$ cat src/rtl/ctrl_pkg.sv
// ctrl_pkg: opcodes, control-bundle field layout and widths shared by the pipeline control path
package ctrl_pkg;
    localparam int WB_W  = 2;
    localparam int MEM_W = 3;
    localparam int EX_W  = 4;
    localparam int REG_W = 5;
    localparam int WB_REGWRITE  = 1;
    localparam int WB_MEMTOREG  = 0;
    localparam int MEM_BRANCH   = 2;
    localparam int MEM_READ     = 1;
    localparam int MEM_WRITE    = 0;
    localparam int EX_REGDST    = 3;
    localparam int EX_ALUOP_HI  = 2;
    localparam int EX_ALUOP_LO  = 1;
    localparam int EX_ALUSRC    = 0;
    typedef enum logic [2:0] {NOP, RTYPE, LW, SW, BEQ} opcode_e;
    typedef struct packed {
        logic [WB_W-1:0]  wb;
        logic [MEM_W-1:0] mem;
        logic [EX_W-1:0]  ex;
    } bundle_t;
    // Decode-stage encoding of each opcode into its {wb, mem, ex} bundle
    function automatic bundle_t encode(opcode_e op);
        return op == RTYPE ? bundle_t'({2'b10, 3'b000, 4'b1100}) :
               op == LW    ? bundle_t'({2'b11, 3'b010, 4'b0001}) :
               op == SW    ? bundle_t'({2'b00, 3'b001, 4'b0001}) :
               op == BEQ   ? bundle_t'({2'b00, 3'b100, 4'b0010}) : bundle_t'('0);
    endfunction
endpackage

$ cat src/rtl/ctrl_pipe_hazard.sv
// hazard_detect: combinational load-use comparator; a taken branch suppresses the stall
module hazard_detect
    import ctrl_pkg::*;
(
    input  logic             memread,
    input  logic [REG_W-1:0] ex_rt,
    input  logic [REG_W-1:0] id_rs,
    input  logic [REG_W-1:0] id_rt,
    input  logic             pc_src,
    output logic             stall
);
    assign stall = memread & (ex_rt != '0) & (ex_rt == id_rs | ex_rt == id_rt) & ~pc_src;
endmodule

$ cat src/rtl/ctrl_pipe.sv
// ctrl_pipe: EX/MEM/WB control pipeline with load-use stall, branch flush and saturating event counters
module ctrl_pipe
    import ctrl_pkg::*;
#(
    parameter int CNT_W = 16
) (
    input  logic             clk,
    input  logic             rst,
    input  logic [WB_W-1:0]  ex_wb,
    input  logic [MEM_W-1:0] ex_mem,
    input  logic [EX_W-1:0]  ex_ex,
    input  logic [REG_W-1:0] ex_rt,
    input  logic [REG_W-1:0] id_rs,
    input  logic [REG_W-1:0] id_rt,
    input  logic             mem_zero,
    output logic             ex_regdst,
    output logic             ex_alusrc,
    output logic [1:0]       ex_aluop,
    output logic             mem_branch,
    output logic             mem_memread,
    output logic             mem_memwrite,
    output logic             pc_src,
    output logic             wb_regwrite,
    output logic             wb_memtoreg,
    output logic             stall,
    output logic             ifid_flush,
    output logic [CNT_W-1:0] stall_cnt,
    output logic [CNT_W-1:0] flush_cnt
);
    logic             bubble_q;
    logic             kill_ex;
    logic [WB_W-1:0]  wb_m;
    logic [MEM_W-1:0] mem_m;
    logic [EX_W-1:0]  ex_m;
    logic [WB_W-1:0]  exmem_wb;
    logic [MEM_W-1:0] exmem_mem;
    logic [WB_W-1:0]  memwb_wb;

    assign pc_src     = exmem_mem[MEM_BRANCH] & mem_zero;
    assign ifid_flush = pc_src;
    // A squashed EX slot behaves exactly like a NOP everywhere downstream
    assign kill_ex = pc_src | bubble_q;
    assign wb_m    = kill_ex ? '0 : ex_wb;
    assign mem_m   = kill_ex ? '0 : ex_mem;
    assign ex_m    = kill_ex ? '0 : ex_ex;

    assign ex_regdst    = ex_m[EX_REGDST];
    assign ex_aluop     = ex_m[EX_ALUOP_HI:EX_ALUOP_LO];
    assign ex_alusrc    = ex_m[EX_ALUSRC];
    assign mem_branch   = exmem_mem[MEM_BRANCH];
    assign mem_memread  = exmem_mem[MEM_READ];
    assign mem_memwrite = exmem_mem[MEM_WRITE];
    assign wb_regwrite  = memwb_wb[WB_REGWRITE];
    assign wb_memtoreg  = memwb_wb[WB_MEMTOREG];

    hazard_detect u_hazard (
        .memread (mem_m[MEM_READ]),
        .ex_rt   (ex_rt),
        .id_rs   (id_rs),
        .id_rt   (id_rt),
        .pc_src  (pc_src),
        .stall   (stall)
    );

    always_ff @(posedge clk) begin
        if (rst) begin
            bubble_q  <= 1'b0;
            exmem_wb  <= '0;
            exmem_mem <= '0;
            memwb_wb  <= '0;
            stall_cnt <= '0;
            flush_cnt <= '0;
        end else begin
            bubble_q  <= stall | pc_src;
            exmem_wb  <= wb_m;
            exmem_mem <= mem_m;
            memwb_wb  <= exmem_wb;
            if (stall && !(&stall_cnt)) stall_cnt <= stall_cnt + 1'b1;
            if (pc_src && !(&flush_cnt)) flush_cnt <= flush_cnt + 1'b1;
        end
    end
endmodule

$ cat config.mk
export PLATFORM = sky130hd
export DESIGN_NAME = ctrl_pipe
export DESIGN_NICKNAME = d
export VERILOG_FILES = /design/src/rtl/ctrl_pkg.sv /design/src/rtl/ctrl_pipe_hazard.sv /design/src/rtl/ctrl_pipe.sv
export SDC_FILE = /design/constraint.sdc
export NUM_CORES = 1
export LEC_CHECK = 0
export BUFFER_PORTS_ARGS = -buffer_cell sky130_fd_sc_hd__buf_2
export CORE_UTILIZATION = 53
export DETAILED_ROUTE_END_ITERATION = 7
export GPL_TIMING_DRIVEN = 0
export HOLD_SLACK_MARGIN = 0.08
export PLACE_DENSITY = 0.84
export SLEW_MARGIN = 20
export SYNTH_ARGS = -nofsm -noshare
export SYNTH_HDL_FRONTEND = slang
export SYNTH_SLANG_ARGS = --single-unit
$ cat constraint.sdc
create_clock -name clk -period 5.8 [get_ports clk]
set_input_delay 0.29 -clock clk [delete_from_list [all_inputs] [get_ports clk]]
set_output_delay 0.29 -clock clk [all_outputs]
set_load 0.01 [all_outputs]
==> results of run 1 <==
==> worst max-delay path, stage by stage (launching register included) <==
cell	delay, ns
sky130_fd_sc_hd__dfxtp_1	0.41
sky130_fd_sc_hd__ha_1	0.20
sky130_fd_sc_hd__nand3_1	0.21
sky130_fd_sc_hd__or4_1	0.56
sky130_fd_sc_hd__buf_6	0.17
sky130_fd_sc_hd__nand2_8	0.09
sky130_fd_sc_hd__nor4_1	0.06
sky130_fd_sc_hd__mux2_1	0.34
==> sequential cells by signal, indices dropped and copies added, names as in the netlist <==
| signal | count |
|---|---|
| flush_cnt | 16 |
| stall_cnt | 16 |
| exmem_mem | 3 |
| exmem_wb | 2 |
| memwb_wb | 2 |
| bubble_q | 1 |
==> cell families (layout without fill, tap and decap cells) <==
logic type,after synthesis,after routing,share of synthesized area [%]
XOR/XNOR,24,24,10.4
multiplexers,3,3,1.79
buffers and inverters,15,93,3.88
AO/OA/AOI/OAI,39,39,11.6
AND/OR/NAND/NOR,111,111,31.7
adder cells (fa/ha/maj),2,2,1.23
flip-flops,40,40,39.4
==> final cells by class <==
type                            count  area (µm²)  share of cell area (%)
Multi-Input combinational cell    179        1150                    45.4
Sequential cell                    40         801                    31.6
Timing Repair Buffer               70         350                    13.8
Clock buffer                        6        82.6                    3.26
Buffer                             12        67.6                    2.67
Tap cell                           48        60.1                    2.37
Inverter                            3        11.3                   0.444
Clock inverter                      2        10.0                   0.395
==> routing by layer <==
layer	share of wire (%)	up-vias	routed length, µm
li1	-	998	-
met1	45	904	2080
met2	48	70	2190
met3	5.8	7	267
met4	1.5	0	67
met5	0	-	0
==> power by group <==
group / total, mW / switching [mW] / internal [mW]
Sequential: 0.280 / 0.00182 / 0.278
Combinational: 0.0525 / 0.0298 / 0.0228
Clock: 0.190 / 0.0950 / 0.0948
Total: 0.523 / 0.127 / 0.396
==> worst max-delay path by stage <==
stage                      start            to  slack [ns]
CTS                 stall_cnt[0]  stall_cnt[8]        3.67
global route        stall_cnt[0]  stall_cnt[8]        3.54
floorplan           stall_cnt[0]  stall_cnt[8]        3.87
global placement    stall_cnt[0]  stall_cnt[4]        3.79
finish              stall_cnt[0]  stall_cnt[8]        3.64
detailed placement  stall_cnt[0]  stall_cnt[4]        3.70
==> metrics by stage <==
step | cells | utilization, % | worst slack, ns | hold WS (ns)
6_report | 360 | 69.2 | 3.64 | 0.189
5_1_grt | 360 | 69.2 | 3.54 | 0.193
4_1_cts | 360 | 69.2 | 3.67 | 0.182
3_5_place_dp | 352 | 66.7 | 3.70 | 0.426
3_3_place_gp | 352 | 66.7 | 3.79 | 0.418
2_1_floorplan | 234 | - | 3.87 | 0.412
==> cells in the final DEF, fill, tap and decap left out, types with 7 or more instances in the layout <==
| cell type | Yosys | final |
|---|---|---|
| sky130_fd_sc_hd__or3_1 | 8 | 8 |
| sky130_fd_sc_hd__or4_1 | 7 | 7 |
| sky130_fd_sc_hd__nand2_1 | 9 | 9 |
| sky130_fd_sc_hd__xor2_1 | 10 | 10 |
| sky130_fd_sc_hd__buf_2 | 3 | 73 |
| sky130_fd_sc_hd__and2_1 | 10 | 10 |
| sky130_fd_sc_hd__dfxtp_1 | 40 | 40 |
| sky130_fd_sc_hd__nand3_1 | 11 | 11 |
| sky130_fd_sc_hd__nor3_1 | 9 | 9 |
| sky130_fd_sc_hd__xnor2_1 | 14 | 14 |
| sky130_fd_sc_hd__nor2_1 | 23 | 23 |
| sky130_fd_sc_hd__nand4_1 | 11 | 11 |
| sky130_fd_sc_hd__a21oi_1 | 19 | 19 |
==> load_flow_metrics.sql, run 1 <==
INSERT INTO impl_metrics (metric_group, metric, value, unit) VALUES
('outcome', 'outcome', 'finished clean', ''),
('global_routing', 'grt.met2_usage', '39.9', '%'),
('sta', 'hold_viol_final', '0', ''),
('sta', 'finalSetupViolCount', '0', ''),
('logic_synthesis', 'synth_common_cells', 'sky130_fd_sc_hd__dfxtp_1 (40), sky130_fd_sc_hd__nor2_1 (23), sky130_fd_sc_hd__a21oi_1 (19)', ''),
('worst_setup_path', 'worstPathArrival', '2.33', 'ns'),
('logic_synthesis', 'synthArstFlopShare', '0', '%'),
('power', 'cellPowerDensity', '206', 'nW/µm²'),
('sta', 'timing.final.crit_share', '37.2', '%'),
('sta', 'period_minus_slack', '2.16', 'ns'),
('cells_and_area', 'final_area', '2530', 'µm²'),
('clock_network', 'cts-buffers-inserted', '5', ''),
('hold_path', 'hold_path_class', 'in2reg', ''),
('worst_setup_path', 'crit_path_max_fanout', '9', ''),
('clock_network', 'post_cts.repair.setup_buffers', '0', ''),
('die', 'rows', '22', ''),
('sta', 'max_slew.worst_pin.slew', '0.545', 'ns'),
('placement', 'place_hpwl', '3370', 'µm'),
('die', 'floorplan.die.width', '63.9', 'µm'),
('worst_setup_path', 'worstReg2RegEnd', 'stall_cnt[8]', ''),
('drt', 'route.vias.total', '1979', ''),
('cells_and_area', 'finish.net_count', '340', ''),
('drt', 'drt_wl_total', '4600', 'µm'),
('logic_synthesis', 'yosys_most_used_dff', 'sky130_fd_sc_hd__dfxtp_1', ''),
('worst_setup_path', 'setup.reg_to_reg.worst_slack', '3.64', 'ns'),
('sta', 'relative_slew_margins', '63.4', '%'),
('logic_synthesis', 'number_of_synthesized_register_bits', '40', ''),
('drt', 'drtPass1Iterations', '4', ''),
('power', 'total_power_of_the_final_layout', '523', 'µW'),
('logic_synthesis', 'syn-cell-area', '2030', 'µm²'),
('cells_and_area', 'area.growth.synth_to_final', '24.8', '%'),
('power', 'p_leak', '1.08', 'nW'),
('power', 'max-vdd-ir-drop', '0.173', 'mV'),
('hold_path', 'worstHoldEndpoint', 'exmem_wb[0]', ''),
('clock_network', 'cts_max_path_buffers', '2', ''),
('run', 'max_cap_violations', '0', ''),
('clock_network', 'clk_sinks', '40', ''),
('worst_setup_path', 'r2r-start', 'stall_cnt[0]', ''),
('clock_network', 'source_to_sink_clock_delay_at_the_later_pin_of_the_worst_skew_pair', '0.29', 'ns'),
('logic_synthesis', 'yosysMostFrequentCell', 'sky130_fd_sc_hd__dfxtp_1', ''),
('cells_and_area', 'layout-drive-gt1-share', '29.5', '%'),
('global_routing', 'grt_most_used_layer', 'met2', ''),
('die', 'number_of_ports_placed_on_the_die_boundary', '71', ''),
('sta', 'setup_repair_after_global_routing_missed_its_margin', 'no', ''),
('drt', 'postRouteAntennaNets', '0', ''),
('drt', 'detail_route.wl_per_cell', '12.8', 'µm'),
('die', 'floorplan.die_area', '4080', 'µm²'),
('cells_and_area', 'n_antenna_cell', '0', ''),
('worst_setup_path', 'required_time_worst_endpoint', '5.98', 'ns'),
('logic_synthesis', 'edff_count_synth', '0', ''),
('hold_path', 'worstHoldStart', 'ex_wb[0]', ''),
('worst_setup_path', 'crit_type', 'reg2reg', ''),
('placement', 'place_congestion', '0.853', ''),
('global_routing', 'grt_first_pass_wirelength', '7530', 'µm'),
('logic_synthesis', 'syn-instance-count', '234', ''),
('placement', 'numPortBuffers', '70', ''),
('global_routing', 'grtUsageMet3', '6.25', '%'),
('global_routing', 'global_route.usage.met1', '28.0', '%'),
('logic_synthesis', 'yosysSeqAreaShare', '39.4', '%'),
('drt', 'post_drt_via_cell_ratio', '5.50', ''),
('sta', 'slew_viols_final', '0', ''),
('logic_synthesis', 'synthesis.nets', '263', ''),
('die', 'core_area', '3660', 'µm²'),
('logic_synthesis', 'synth.area.top_cells', 'sky130_fd_sc_hd__dfxtp_1 (39%), sky130_fd_sc_hd__xnor2_1 (6.0%), sky130_fd_sc_hd__a21oi_1 (4.7%), sky130_fd_sc_hd__xor2_1 (4.3%), sky130_fd_sc_hd__nor2_1 (4.3%)', ''),
('clock_network', 'cts.root.buffer_cell', 'sky130_fd_sc_hd__clkbuf_8', ''),
('hold_path', 'min_delay_path_depth', '2', ''),
('worst_setup_path', 'r2r.worst_path.cells', '7', ''),
('global_routing', 'grtUsageTotal', '23.4', '%'),
('clock_network', 'ctsHoldBuffers', '0', ''),
('clock_network', 'post_cts.resized_instances', '0', ''),
('die', 'initial_utilization', '55.5', '%');
(Power assumes the default switching activity.)
==> run 2, diff against run 1 <==
--- a/config.mk
+++ b/config.mk
@@ -6,11 +6,11 @@
 export NUM_CORES = 1
 export LEC_CHECK = 0
 export BUFFER_PORTS_ARGS = -buffer_cell sky130_fd_sc_hd__buf_2
-export CORE_UTILIZATION = 53
+export CORE_UTILIZATION = 45
 export DETAILED_ROUTE_END_ITERATION = 7
 export GPL_TIMING_DRIVEN = 0
 export HOLD_SLACK_MARGIN = 0.08
-export PLACE_DENSITY = 0.84
+export PLACE_DENSITY = 0.76
 export SLEW_MARGIN = 20
 export SYNTH_ARGS = -nofsm -noshare
 export SYNTH_HDL_FRONTEND = slang
==> constraint.sdc (replaced) <==
create_clock -name clk -period 1.8 [get_ports clk]
set_input_delay 0.09 -clock clk [delete_from_list [all_inputs] [get_ports clk]]
set_output_delay 0.09 -clock clk [all_outputs]
set_load 0.01 [all_outputs]
==> run 2 against run 1 <==
Flip-flop and latch count unchanged. Power rose to 3.3 times the previous value. Fmax up 25%.
==> load_flow_metrics.sql, run 2 (synthesis gave the netlist of run 1 again) <==
INSERT INTO impl_metrics (metric_group, metric, value, unit) VALUES
('global_routing', 'grt_start_max_net_pins', '13', ''),
('die', 'core_area', '4350', 'µm²'),
('hold_path', 'worstHoldStart', 'rst', ''),
('worst_setup_path', 'r2r.worst_path.cells', '6', ''),
('die', 'initial_utilization', '46.6', '%'),
('power', 'total_power_of_the_final_layout', '1.70', 'mW'),
('die', 'floorplan.die.width', '69.2', 'µm'),
('worst_setup_path', 'path_buf_inv', '0', ''),
('cells_and_area', 'n_antenna_cell', '0', ''),
('sta', 'fmax', '579', 'MHz'),
('die', 'floorplan.die.height', '69.2', 'µm'),
('clock_network', 'cts.root.buffer_cell', 'sky130_fd_sc_hd__clkbuf_8', ''),
('placement', 'placement.setup.worst_slack', '-0.0771', 'ns'),
('power', 'cellPowerDensity', '628', 'nW/µm²'),
('sta', 'period_minus_slack', '1.73', 'ns'),
('global_routing', 'grt_overflow', '0', ''),
('sta', 'max_slew.worst_pin.slew', '0.470', 'ns'),
('worst_setup_path', 'cpPeakStageDelay', '0.55', 'ns'),
('sta', 'slew_viols_final', '0', ''),
('global_routing', 'grtUsageTotal', '20.0', '%'),
('hold_path', 'worstHoldEndpoint', 'stall_cnt[7]', ''),
('drt', 'dr_wl_met3', '245', 'µm'),
('clock_network', 'ctsHtreeMaxLevel', '2', ''),
('placement', 'dpl.cell_count', '356', ''),
('sta', 'relative_slew_margins', '68.7', '%'),
('clock_network', 'cts_tree', 'built', ''),
('sta', 'setup_tns', '0', 'ns'),
('clock_network', 'path_clk_slew', '0.08', 'ns'),
('cells_and_area', 'layout-drive-gt1-share', '35.9', '%'),
('drt', 'post_drt_via_cell_ratio', '5.37', ''),
('worst_setup_path', 'crit_path_max_fanout', '9', ''),
('power', 'p_leak', '1.14', 'nW'),
('sta', 'timing.final.ws_setup', '0.0723', 'ns'),
('worst_setup_path', 'setup.reg_to_reg.worst_slack', '0.07', 'ns'),
('worst_setup_path', 'worst_setup_end_kind', 'flop', ''),
('drt', 'detailedRoute.firstIterationViolations', '94', ''),
('cells_and_area', 'most_common_cell_after_layout_fill_and_taps_aside', 'sky130_fd_sc_hd__buf_2', ''),
('global_routing', 'vias_in_the_first_global_route', '1824', ''),
('clock_network', 'clk_sinks', '40', ''),
('worst_setup_path', 'crit_type', 'reg2reg', ''),
('run', 'max_cap_violations', '0', ''),
('drt', 'drtPass1Iterations', '4', ''),
('cells_and_area', 'sequential_cell_area', '820', 'µm²'),
('drt', 'route.vias.total', '2015', ''),
('drt', 'drt_wl_total', '4660', 'µm'),
('die', 'floorplan.die_area', '4790', 'µm²'),
('sta', 'finalSetupViolCount', '0', ''),
('cells_and_area', 'area.growth.synth_to_final', '33.4', '%'),
('drt', 'detail_route.wl_per_cell', '12.4', 'µm'),
('outcome', 'outcome', 'finished clean', ''),
('clock_network', 'cts_max_path_buffers', '2', ''),
('worst_setup_path', 'path_cells', 'ha_4, nand3_4, or4_4, nand2_8, nor4_1, mux2_4', ''),
('worst_setup_path', 'largest_delay_contributor_family_on_the_critical_path', 'simple AND/OR/NAND/NOR gates', ''),
('clock_network', 'source_to_sink_clock_delay_at_the_later_pin_of_the_worst_skew_pair', '0.29', 'ns'),
('drt', 'maxUsedRoutingLayer', 'met4', ''),
('cells_and_area', 'largest_registers_in_the_final_layout', 'flush_cnt: 16 flops, stall_cnt: 16 flops, exmem_mem: 3 flops', ''),
('cells_and_area', 'layoutNonFillerInstCount', '375', ''),
('worst_setup_path', 'critical_path.slowest_cell', 'sky130_fd_sc_hd__or4_4', ''),
('cells_and_area', 'finish.net_count', '351', ''),
('placement', 'place_hpwl', '3370', 'µm'),
('die', 'rows', '24', ''),
('drt', 'drc', '0', ''),
('placement', 'numPortBuffers', '70', ''),
('cells_and_area', 'mostFrequentLayoutCells', 'sky130_fd_sc_hd__buf_2 (73), sky130_fd_sc_hd__dfxtp_1 (29), sky130_fd_sc_hd__nor2_1 (22)', ''),
('drt', 'detailroute.wirelength.met2', '2280', 'µm'),
('clock_network', 'cts-buffers-inserted', '5', ''),
('cells_and_area', 'multiInputGateArea', '1210', 'µm²'),
('power', 'max-vdd-ir-drop', '0.545', 'mV'),
('hold_path', 'min_delay_path_depth', '3', ''),
('drt', 'route.layer.met1.wl', '2100', 'µm'),
('cells_and_area', 'filler_cell_count', '382', ''),
('sta', 'timing.final.crit_share', '96.0', '%'),
('global_routing', 'grt_first_pass_wirelength', '8020', 'µm'),
('worst_setup_path', 'r2r-start', 'stall_cnt[1]', ''),
('worst_setup_path', 'required_time_worst_endpoint', '1.98', 'ns'),
('worst_setup_path', 'worstReg2RegEnd', 'stall_cnt[7]', ''),
('drt', 'postRouteAntennaNets', '0', ''),
('die', 'number_of_ports_placed_on_the_die_boundary', '71', ''),
('worst_setup_path', 'setup.worst_path.start_class', 'flop', ''),
('global_routing', 'grt_antenna_before_repair', '0', ''),
('worst_setup_path', 'worstPathArrival', '1.91', 'ns'),
('hold_path', 'hold_path_class', 'in2reg', ''),
('sta', 'hold_viol_final', '0', ''),
('placement', 'place_congestion', '0.826', ''),
('sta', 'finalClockSkew', '0.00757', 'ns');
## run 2: worst max-delay path by stage
stage / from / to / slack (ns) / cells past startpoint
detailed placement: stall_cnt[1] / stall_cnt[4] / -0.08 / 8
finish: stall_cnt[1] / stall_cnt[7] / 0.07 / 6
CTS: exmem_mem[2] / stall_cnt[7] / 0.009 / 5
global placement: stall_cnt[1] / stall_cnt[4] / -0.07 / 8
global route: exmem_mem[2] / stall_cnt[8] / -0.002 / 5
floorplan: stall_cnt[1] / stall_cnt[8] / -0.02 / 7
## run 2: area by class of cell
type / count / area share, %
Inverter: 3 / 0.416
Multi-Input combinational cell: 179 / 44.6
Clock buffer: 6 / 3.05
Tap cell: 52 / 2.40
Buffer: 11 / 2.22
Clock inverter: 2 / 0.370
Sequential cell: 40 / 30.3
Timing Repair Buffer: 82 / 16.7
## run 2: report_power, final
part | internal (mW) | switching [mW] | leakage [nW] | total (mW)
Combinational | 0.0862 | 0.101 | 0.761 | 0.187
Clock | 0.306 | 0.308 | 0.0510 | 0.614
Sequential | 0.894 | 0.00580 | 0.330 | 0.900
Total | 1.29 | 0.414 | 1.14 | 1.70
## run 2: tightest hold or removal path, delay by kind of cell
kind	cells	cell delay, ns
and+or+nand+nor	1	0.10
buffers and inverters	1	0.10
muxes	1	0.14
## run 2: stage by stage
step / util [%] / cell area [µm²] / hold WS, ns
CTS: 61.1 / 2660 / 0.168
global placement: 57.0 / 2480 / 0.290
finish: 62.2 / 2710 / 0.173
detailed placement: 57.0 / 2480 / 0.295
floorplan: - / 2070 / 0.212
global route: 62.2 / 2710 / 0.172
## run 2: per-layer routing
layer / vias up / global-route usage (%)
met5: - / 0
met4: 0 / 4.54
met3: 4 / 4.94
met2: 68 / 34.7
met1: 922 / 24.9
li1: 1021 / -
## run 2: repair_timing
item	CTS	global route
hold buffers	5	0
gates resized for setup	5	10
buffers inserted	4	3
pin swaps	2	5
hold endpoints to repair	5	0
setup endpoints to repair	12	31
==> run 3, diff against run 2 <==
==> constraint.sdc (replaced) <==
create_clock -name clk -period 1.8 [get_ports clk]
set_input_delay 0.27 -clock clk [delete_from_list [all_inputs] [get_ports clk]]
set_output_delay 0.27 -clock clk [all_outputs]
set_load 0.01 [all_outputs]
==> run 3 against run 2 <==
Register-to-register slack is essentially flat. Count of clock-buffer cells in the layout is the same. Sequential power is essentially flat. Power grew 0.64%. Non-clock buffer count shrank 3. Critical path depth is the same. Design area is the same. Worst setup slack lost 0.0027 ns. Critical endpoint is now stall_cnt[8].
==> load_flow_metrics.sql, run 3 (synthesis gave the netlist of run 1 again) <==
INSERT INTO impl_metrics (metric_group, metric, value, unit) VALUES
('worst_setup_path', 'crit_type', 'reg2reg', ''),
('sta', 'max_slew.worst_pin.slew', '0.478', 'ns'),
('placement', 'placement.setup.worst_slack', '-0.144', 'ns'),
('global_routing', 'vias_in_the_first_global_route', '1800', ''),
('sta', 'period_minus_slack', '1.73', 'ns'),
('worst_setup_path', 'path_cells', 'ha_4, nand3_4, or4_4, nand2_8, nor4_1, mux2_1', ''),
('sta', 'hold_viol_final', '0', ''),
('clock_network', 'cts-buffers-inserted', '5', ''),
('die', 'floorplan.die.height', '69.2', 'µm'),
('drt', 'detail_route.wl_per_cell', '12.5', 'µm'),
('cells_and_area', 'finish.utilization', '62.2', '%'),
('global_routing', 'grt_start_max_net_pins', '13', ''),
('cells_and_area', 'n_antenna_cell', '0', ''),
('worst_setup_path', 'worst_setup_end_kind', 'flop', ''),
('worst_setup_path', 'r2r-start', 'stall_cnt[1]', ''),
('drt', 'post_drt_via_cell_ratio', '5.40', ''),
('power', 'p_leak', '1.15', 'nW'),
('sta', 'finalSetupViolCount', '0', ''),
('die', 'initial_utilization', '46.6', '%'),
('sta', 'finalClockSkew', '0.00277', 'ns'),
('outcome', 'outcome', 'finished clean', ''),
('worst_setup_path', 'cpPeakStageDelay', '0.54', 'ns'),
('worst_setup_path', 'largest_delay_contributor_family_on_the_critical_path', 'simple AND/OR/NAND/NOR gates', ''),
('placement', 'numPortBuffers', '70', ''),
('cells_and_area', 'mostFrequentLayoutCells', 'sky130_fd_sc_hd__buf_2 (72), sky130_fd_sc_hd__dfxtp_1 (29), sky130_fd_sc_hd__nor2_1 (22)', ''),
('worst_setup_path', 'setup.reg_to_reg.worst_slack', '0.07', 'ns'),
('clock_network', 'clk_sinks', '40', ''),
('sta', 'timing.final.ws_setup', '0.0695', 'ns'),
('sta', 'setup_tns', '0', 'ns'),
('power', 'cellPowerDensity', '632', 'nW/µm²'),
('placement', 'place_congestion', '0.826', ''),
('global_routing', 'grtUsageTotal', '19.7', '%'),
('hold_path', 'hold_path_class', 'in2reg', ''),
('global_routing', 'grt_antenna_before_repair', '0', ''),
('die', 'rows', '24', ''),
('die', 'floorplan.die.width', '69.2', 'µm'),
('cells_and_area', 'finish.net_count', '348', ''),
('power', 'max-vdd-ir-drop', '0.538', 'mV'),
('clock_network', 'ctsHoldBuffers', '0', ''),
('drt', 'drc', '0', ''),
('worst_setup_path', 'worstPathArrival', '1.91', 'ns'),
('worst_setup_path', 'setup.worst_path.end', 'stall_cnt[8]', ''),
('clock_network', 'ctsHtreeMaxLevel', '2', ''),
('drt', 'detailedRoute.firstIterationViolations', '115', ''),
('clock_network', 'source_to_sink_clock_delay_at_the_later_pin_of_the_worst_skew_pair', '0.29', 'ns'),
('drt', 'drtPass1Iterations', '4', ''),
('clock_network', 'cts.root.buffer_cell', 'sky130_fd_sc_hd__clkbuf_8', ''),
('worst_setup_path', 'r2r.worst_path.cells', '6', ''),
('clock_network', 'path_clk_slew', '0.08', 'ns'),
('global_routing', 'grt_overflow', '0', ''),
('power', 'share_comb_of_total_power', '11.3', '%'),
('worst_setup_path', 'path_buf_inv', '0', ''),
('sta', 'slew_viols_final', '0', ''),
('cells_and_area', 'final_area', '2710', 'µm²'),
('sta', 'timing.final.crit_share', '96.1', '%'),
('clock_network', 'cts_max_path_buffers', '2', ''),
('power', 'power.clock.fraction', '36.1', '%'),
('die', 'core_area', '4350', 'µm²'),
('sta', 'fmax', '578', 'MHz'),
('worst_setup_path', 'critical_path.slowest_cell', 'sky130_fd_sc_hd__or4_4', ''),
('worst_setup_path', 'worstReg2RegEnd', 'stall_cnt[8]', ''),
('power', 'pwr-share-seq', '52.6', '%'),
('clock_network', 'cts_tree', 'built', ''),
('run', 'max_cap_violations', '0', ''),
('power', 'switching_share_of_total_power', '24.5', '%'),
('sta', 'relative_slew_margins', '68.1', '%'),
('power', 'power.net_switching', '419', 'µW'),
('cells_and_area', 'most_common_cell_after_layout_fill_and_taps_aside', 'sky130_fd_sc_hd__buf_2', ''),
('worst_setup_path', 'required_time_worst_endpoint', '1.98', 'ns'),
('cells_and_area', 'area.growth.synth_to_final', '33.4', '%'),
('global_routing', 'grt_first_pass_wirelength', '7890', 'µm'),
('die', 'floorplan.die_area', '4790', 'µm²'),
('cells_and_area', 'layout-drive-gt1-share', '37.2', '%'),
('placement', 'place_hpwl', '3370', 'µm'),
('worst_setup_path', 'setup.worst_path.start_class', 'flop', ''),
('drt', 'drt_wl_total', '4650', 'µm'),
('drt', 'postRouteAntennaNets', '0', ''),
('worst_setup_path', 'crit_path_max_fanout', '9', ''),
('placement', 'placed_cell_area', '2480', 'µm²'),
('power', 'internal_power', '1.29', 'mW'),
('cells_and_area', 'largest_registers_in_the_final_layout', 'flush_cnt: 16 flops, stall_cnt: 16 flops, exmem_mem: 3 flops', ''),
('drt', 'route.vias.total', '2008', ''),
('die', 'number_of_ports_placed_on_the_die_boundary', '71', ''),
('worst_setup_path', 'stages_on_worst_setup_path', '6', ''),
('worst_setup_path', 'crit_path_start', 'stall_cnt[1]', '');
==> run 3: area by class of cell <==
class / instances / area, µm²
Buffer: 11 / 66.3
Clock buffer: 6 / 82.6
Clock inverter: 2 / 10.0
Fill cell: 389 / 1650
Inverter: 3 / 11.3
Multi-Input combinational cell: 179 / 1220
Sequential cell: 40 / 820
Tap cell: 52 / 65.1
Timing Repair Buffer: 79 / 430
==> run 3: worst min path at each step <==
stage / depth (start not counted) / to / start
floorplan: 1 / exmem_mem[0] / ex_mem[0]
global placement: 1 / memwb_wb[0] / exmem_wb[0]
detailed placement: 1 / memwb_wb[1] / exmem_wb[1]
CTS: 2 / exmem_mem[0] / ex_mem[0]
global route: 2 / exmem_wb[0] / ex_wb[0]
finish: 2 / exmem_mem[0] / ex_mem[0]
==> run 3: what timing repair did <==
| action | 4_1_cts | 5_1_grt |
|---|---|---|
| buffers inserted | 3 | 6 |
| gates resized for setup | 7 | 14 |
| endpoints found under the setup margin | 13 | 27 |
| pin swaps | 2 | 4 |
==> run 3: per-stage QoR <==
| stage | instances | power (mW) | hold WS [ns] |
|---|---|---|---|
| floorplan | 234 | 1.02 | 0.392 |
| global placement | 356 | 1.09 | 0.419 |
| detailed placement | 356 | 1.09 | 0.425 |
| CTS | 366 | 1.72 | 0.176 |
| global route | 372 | 1.79 | 0.174 |
| finish | 372 | 1.71 | 0.178 |
==> run 3: metal layers <==
| layer | part of all wire [%] | up-vias | GRT usage (%) |
|---|---|---|---|
| met2 | 49 | 61 | 34.2 |
| li1 | - | 1015 | - |
| met3 | 4.5 | 4 | 4.94 |
| met1 | 46 | 928 | 24.4 |
| met5 | 0 | - | 0 |
| met4 | 0.71 | 0 | 4.54 |
==> run 3: worst register-to-register path, stage by stage, from the launching register on <==
cell and delay [ns]:
sky130_fd_sc_hd__dfxtp_4 0.36, sky130_fd_sc_hd__ha_4 0.14, sky130_fd_sc_hd__nand3_4 0.10, sky130_fd_sc_hd__or4_4 0.54, sky130_fd_sc_hd__nand2_8 0.12, sky130_fd_sc_hd__nor4_1 0.06, sky130_fd_sc_hd__mux2_1 0.30
==> run 3: power groups by stage <==
stage                     clock (mW)  sequential (mW)  combinational, mW
after floorplan                    0            0.925             0.0931
final                          0.617            0.900              0.194
after detailed placement           0            0.921              0.172
after global routing           0.677            0.902              0.214
after CTS                      0.636            0.900              0.180
after global placement             0            0.920              0.169
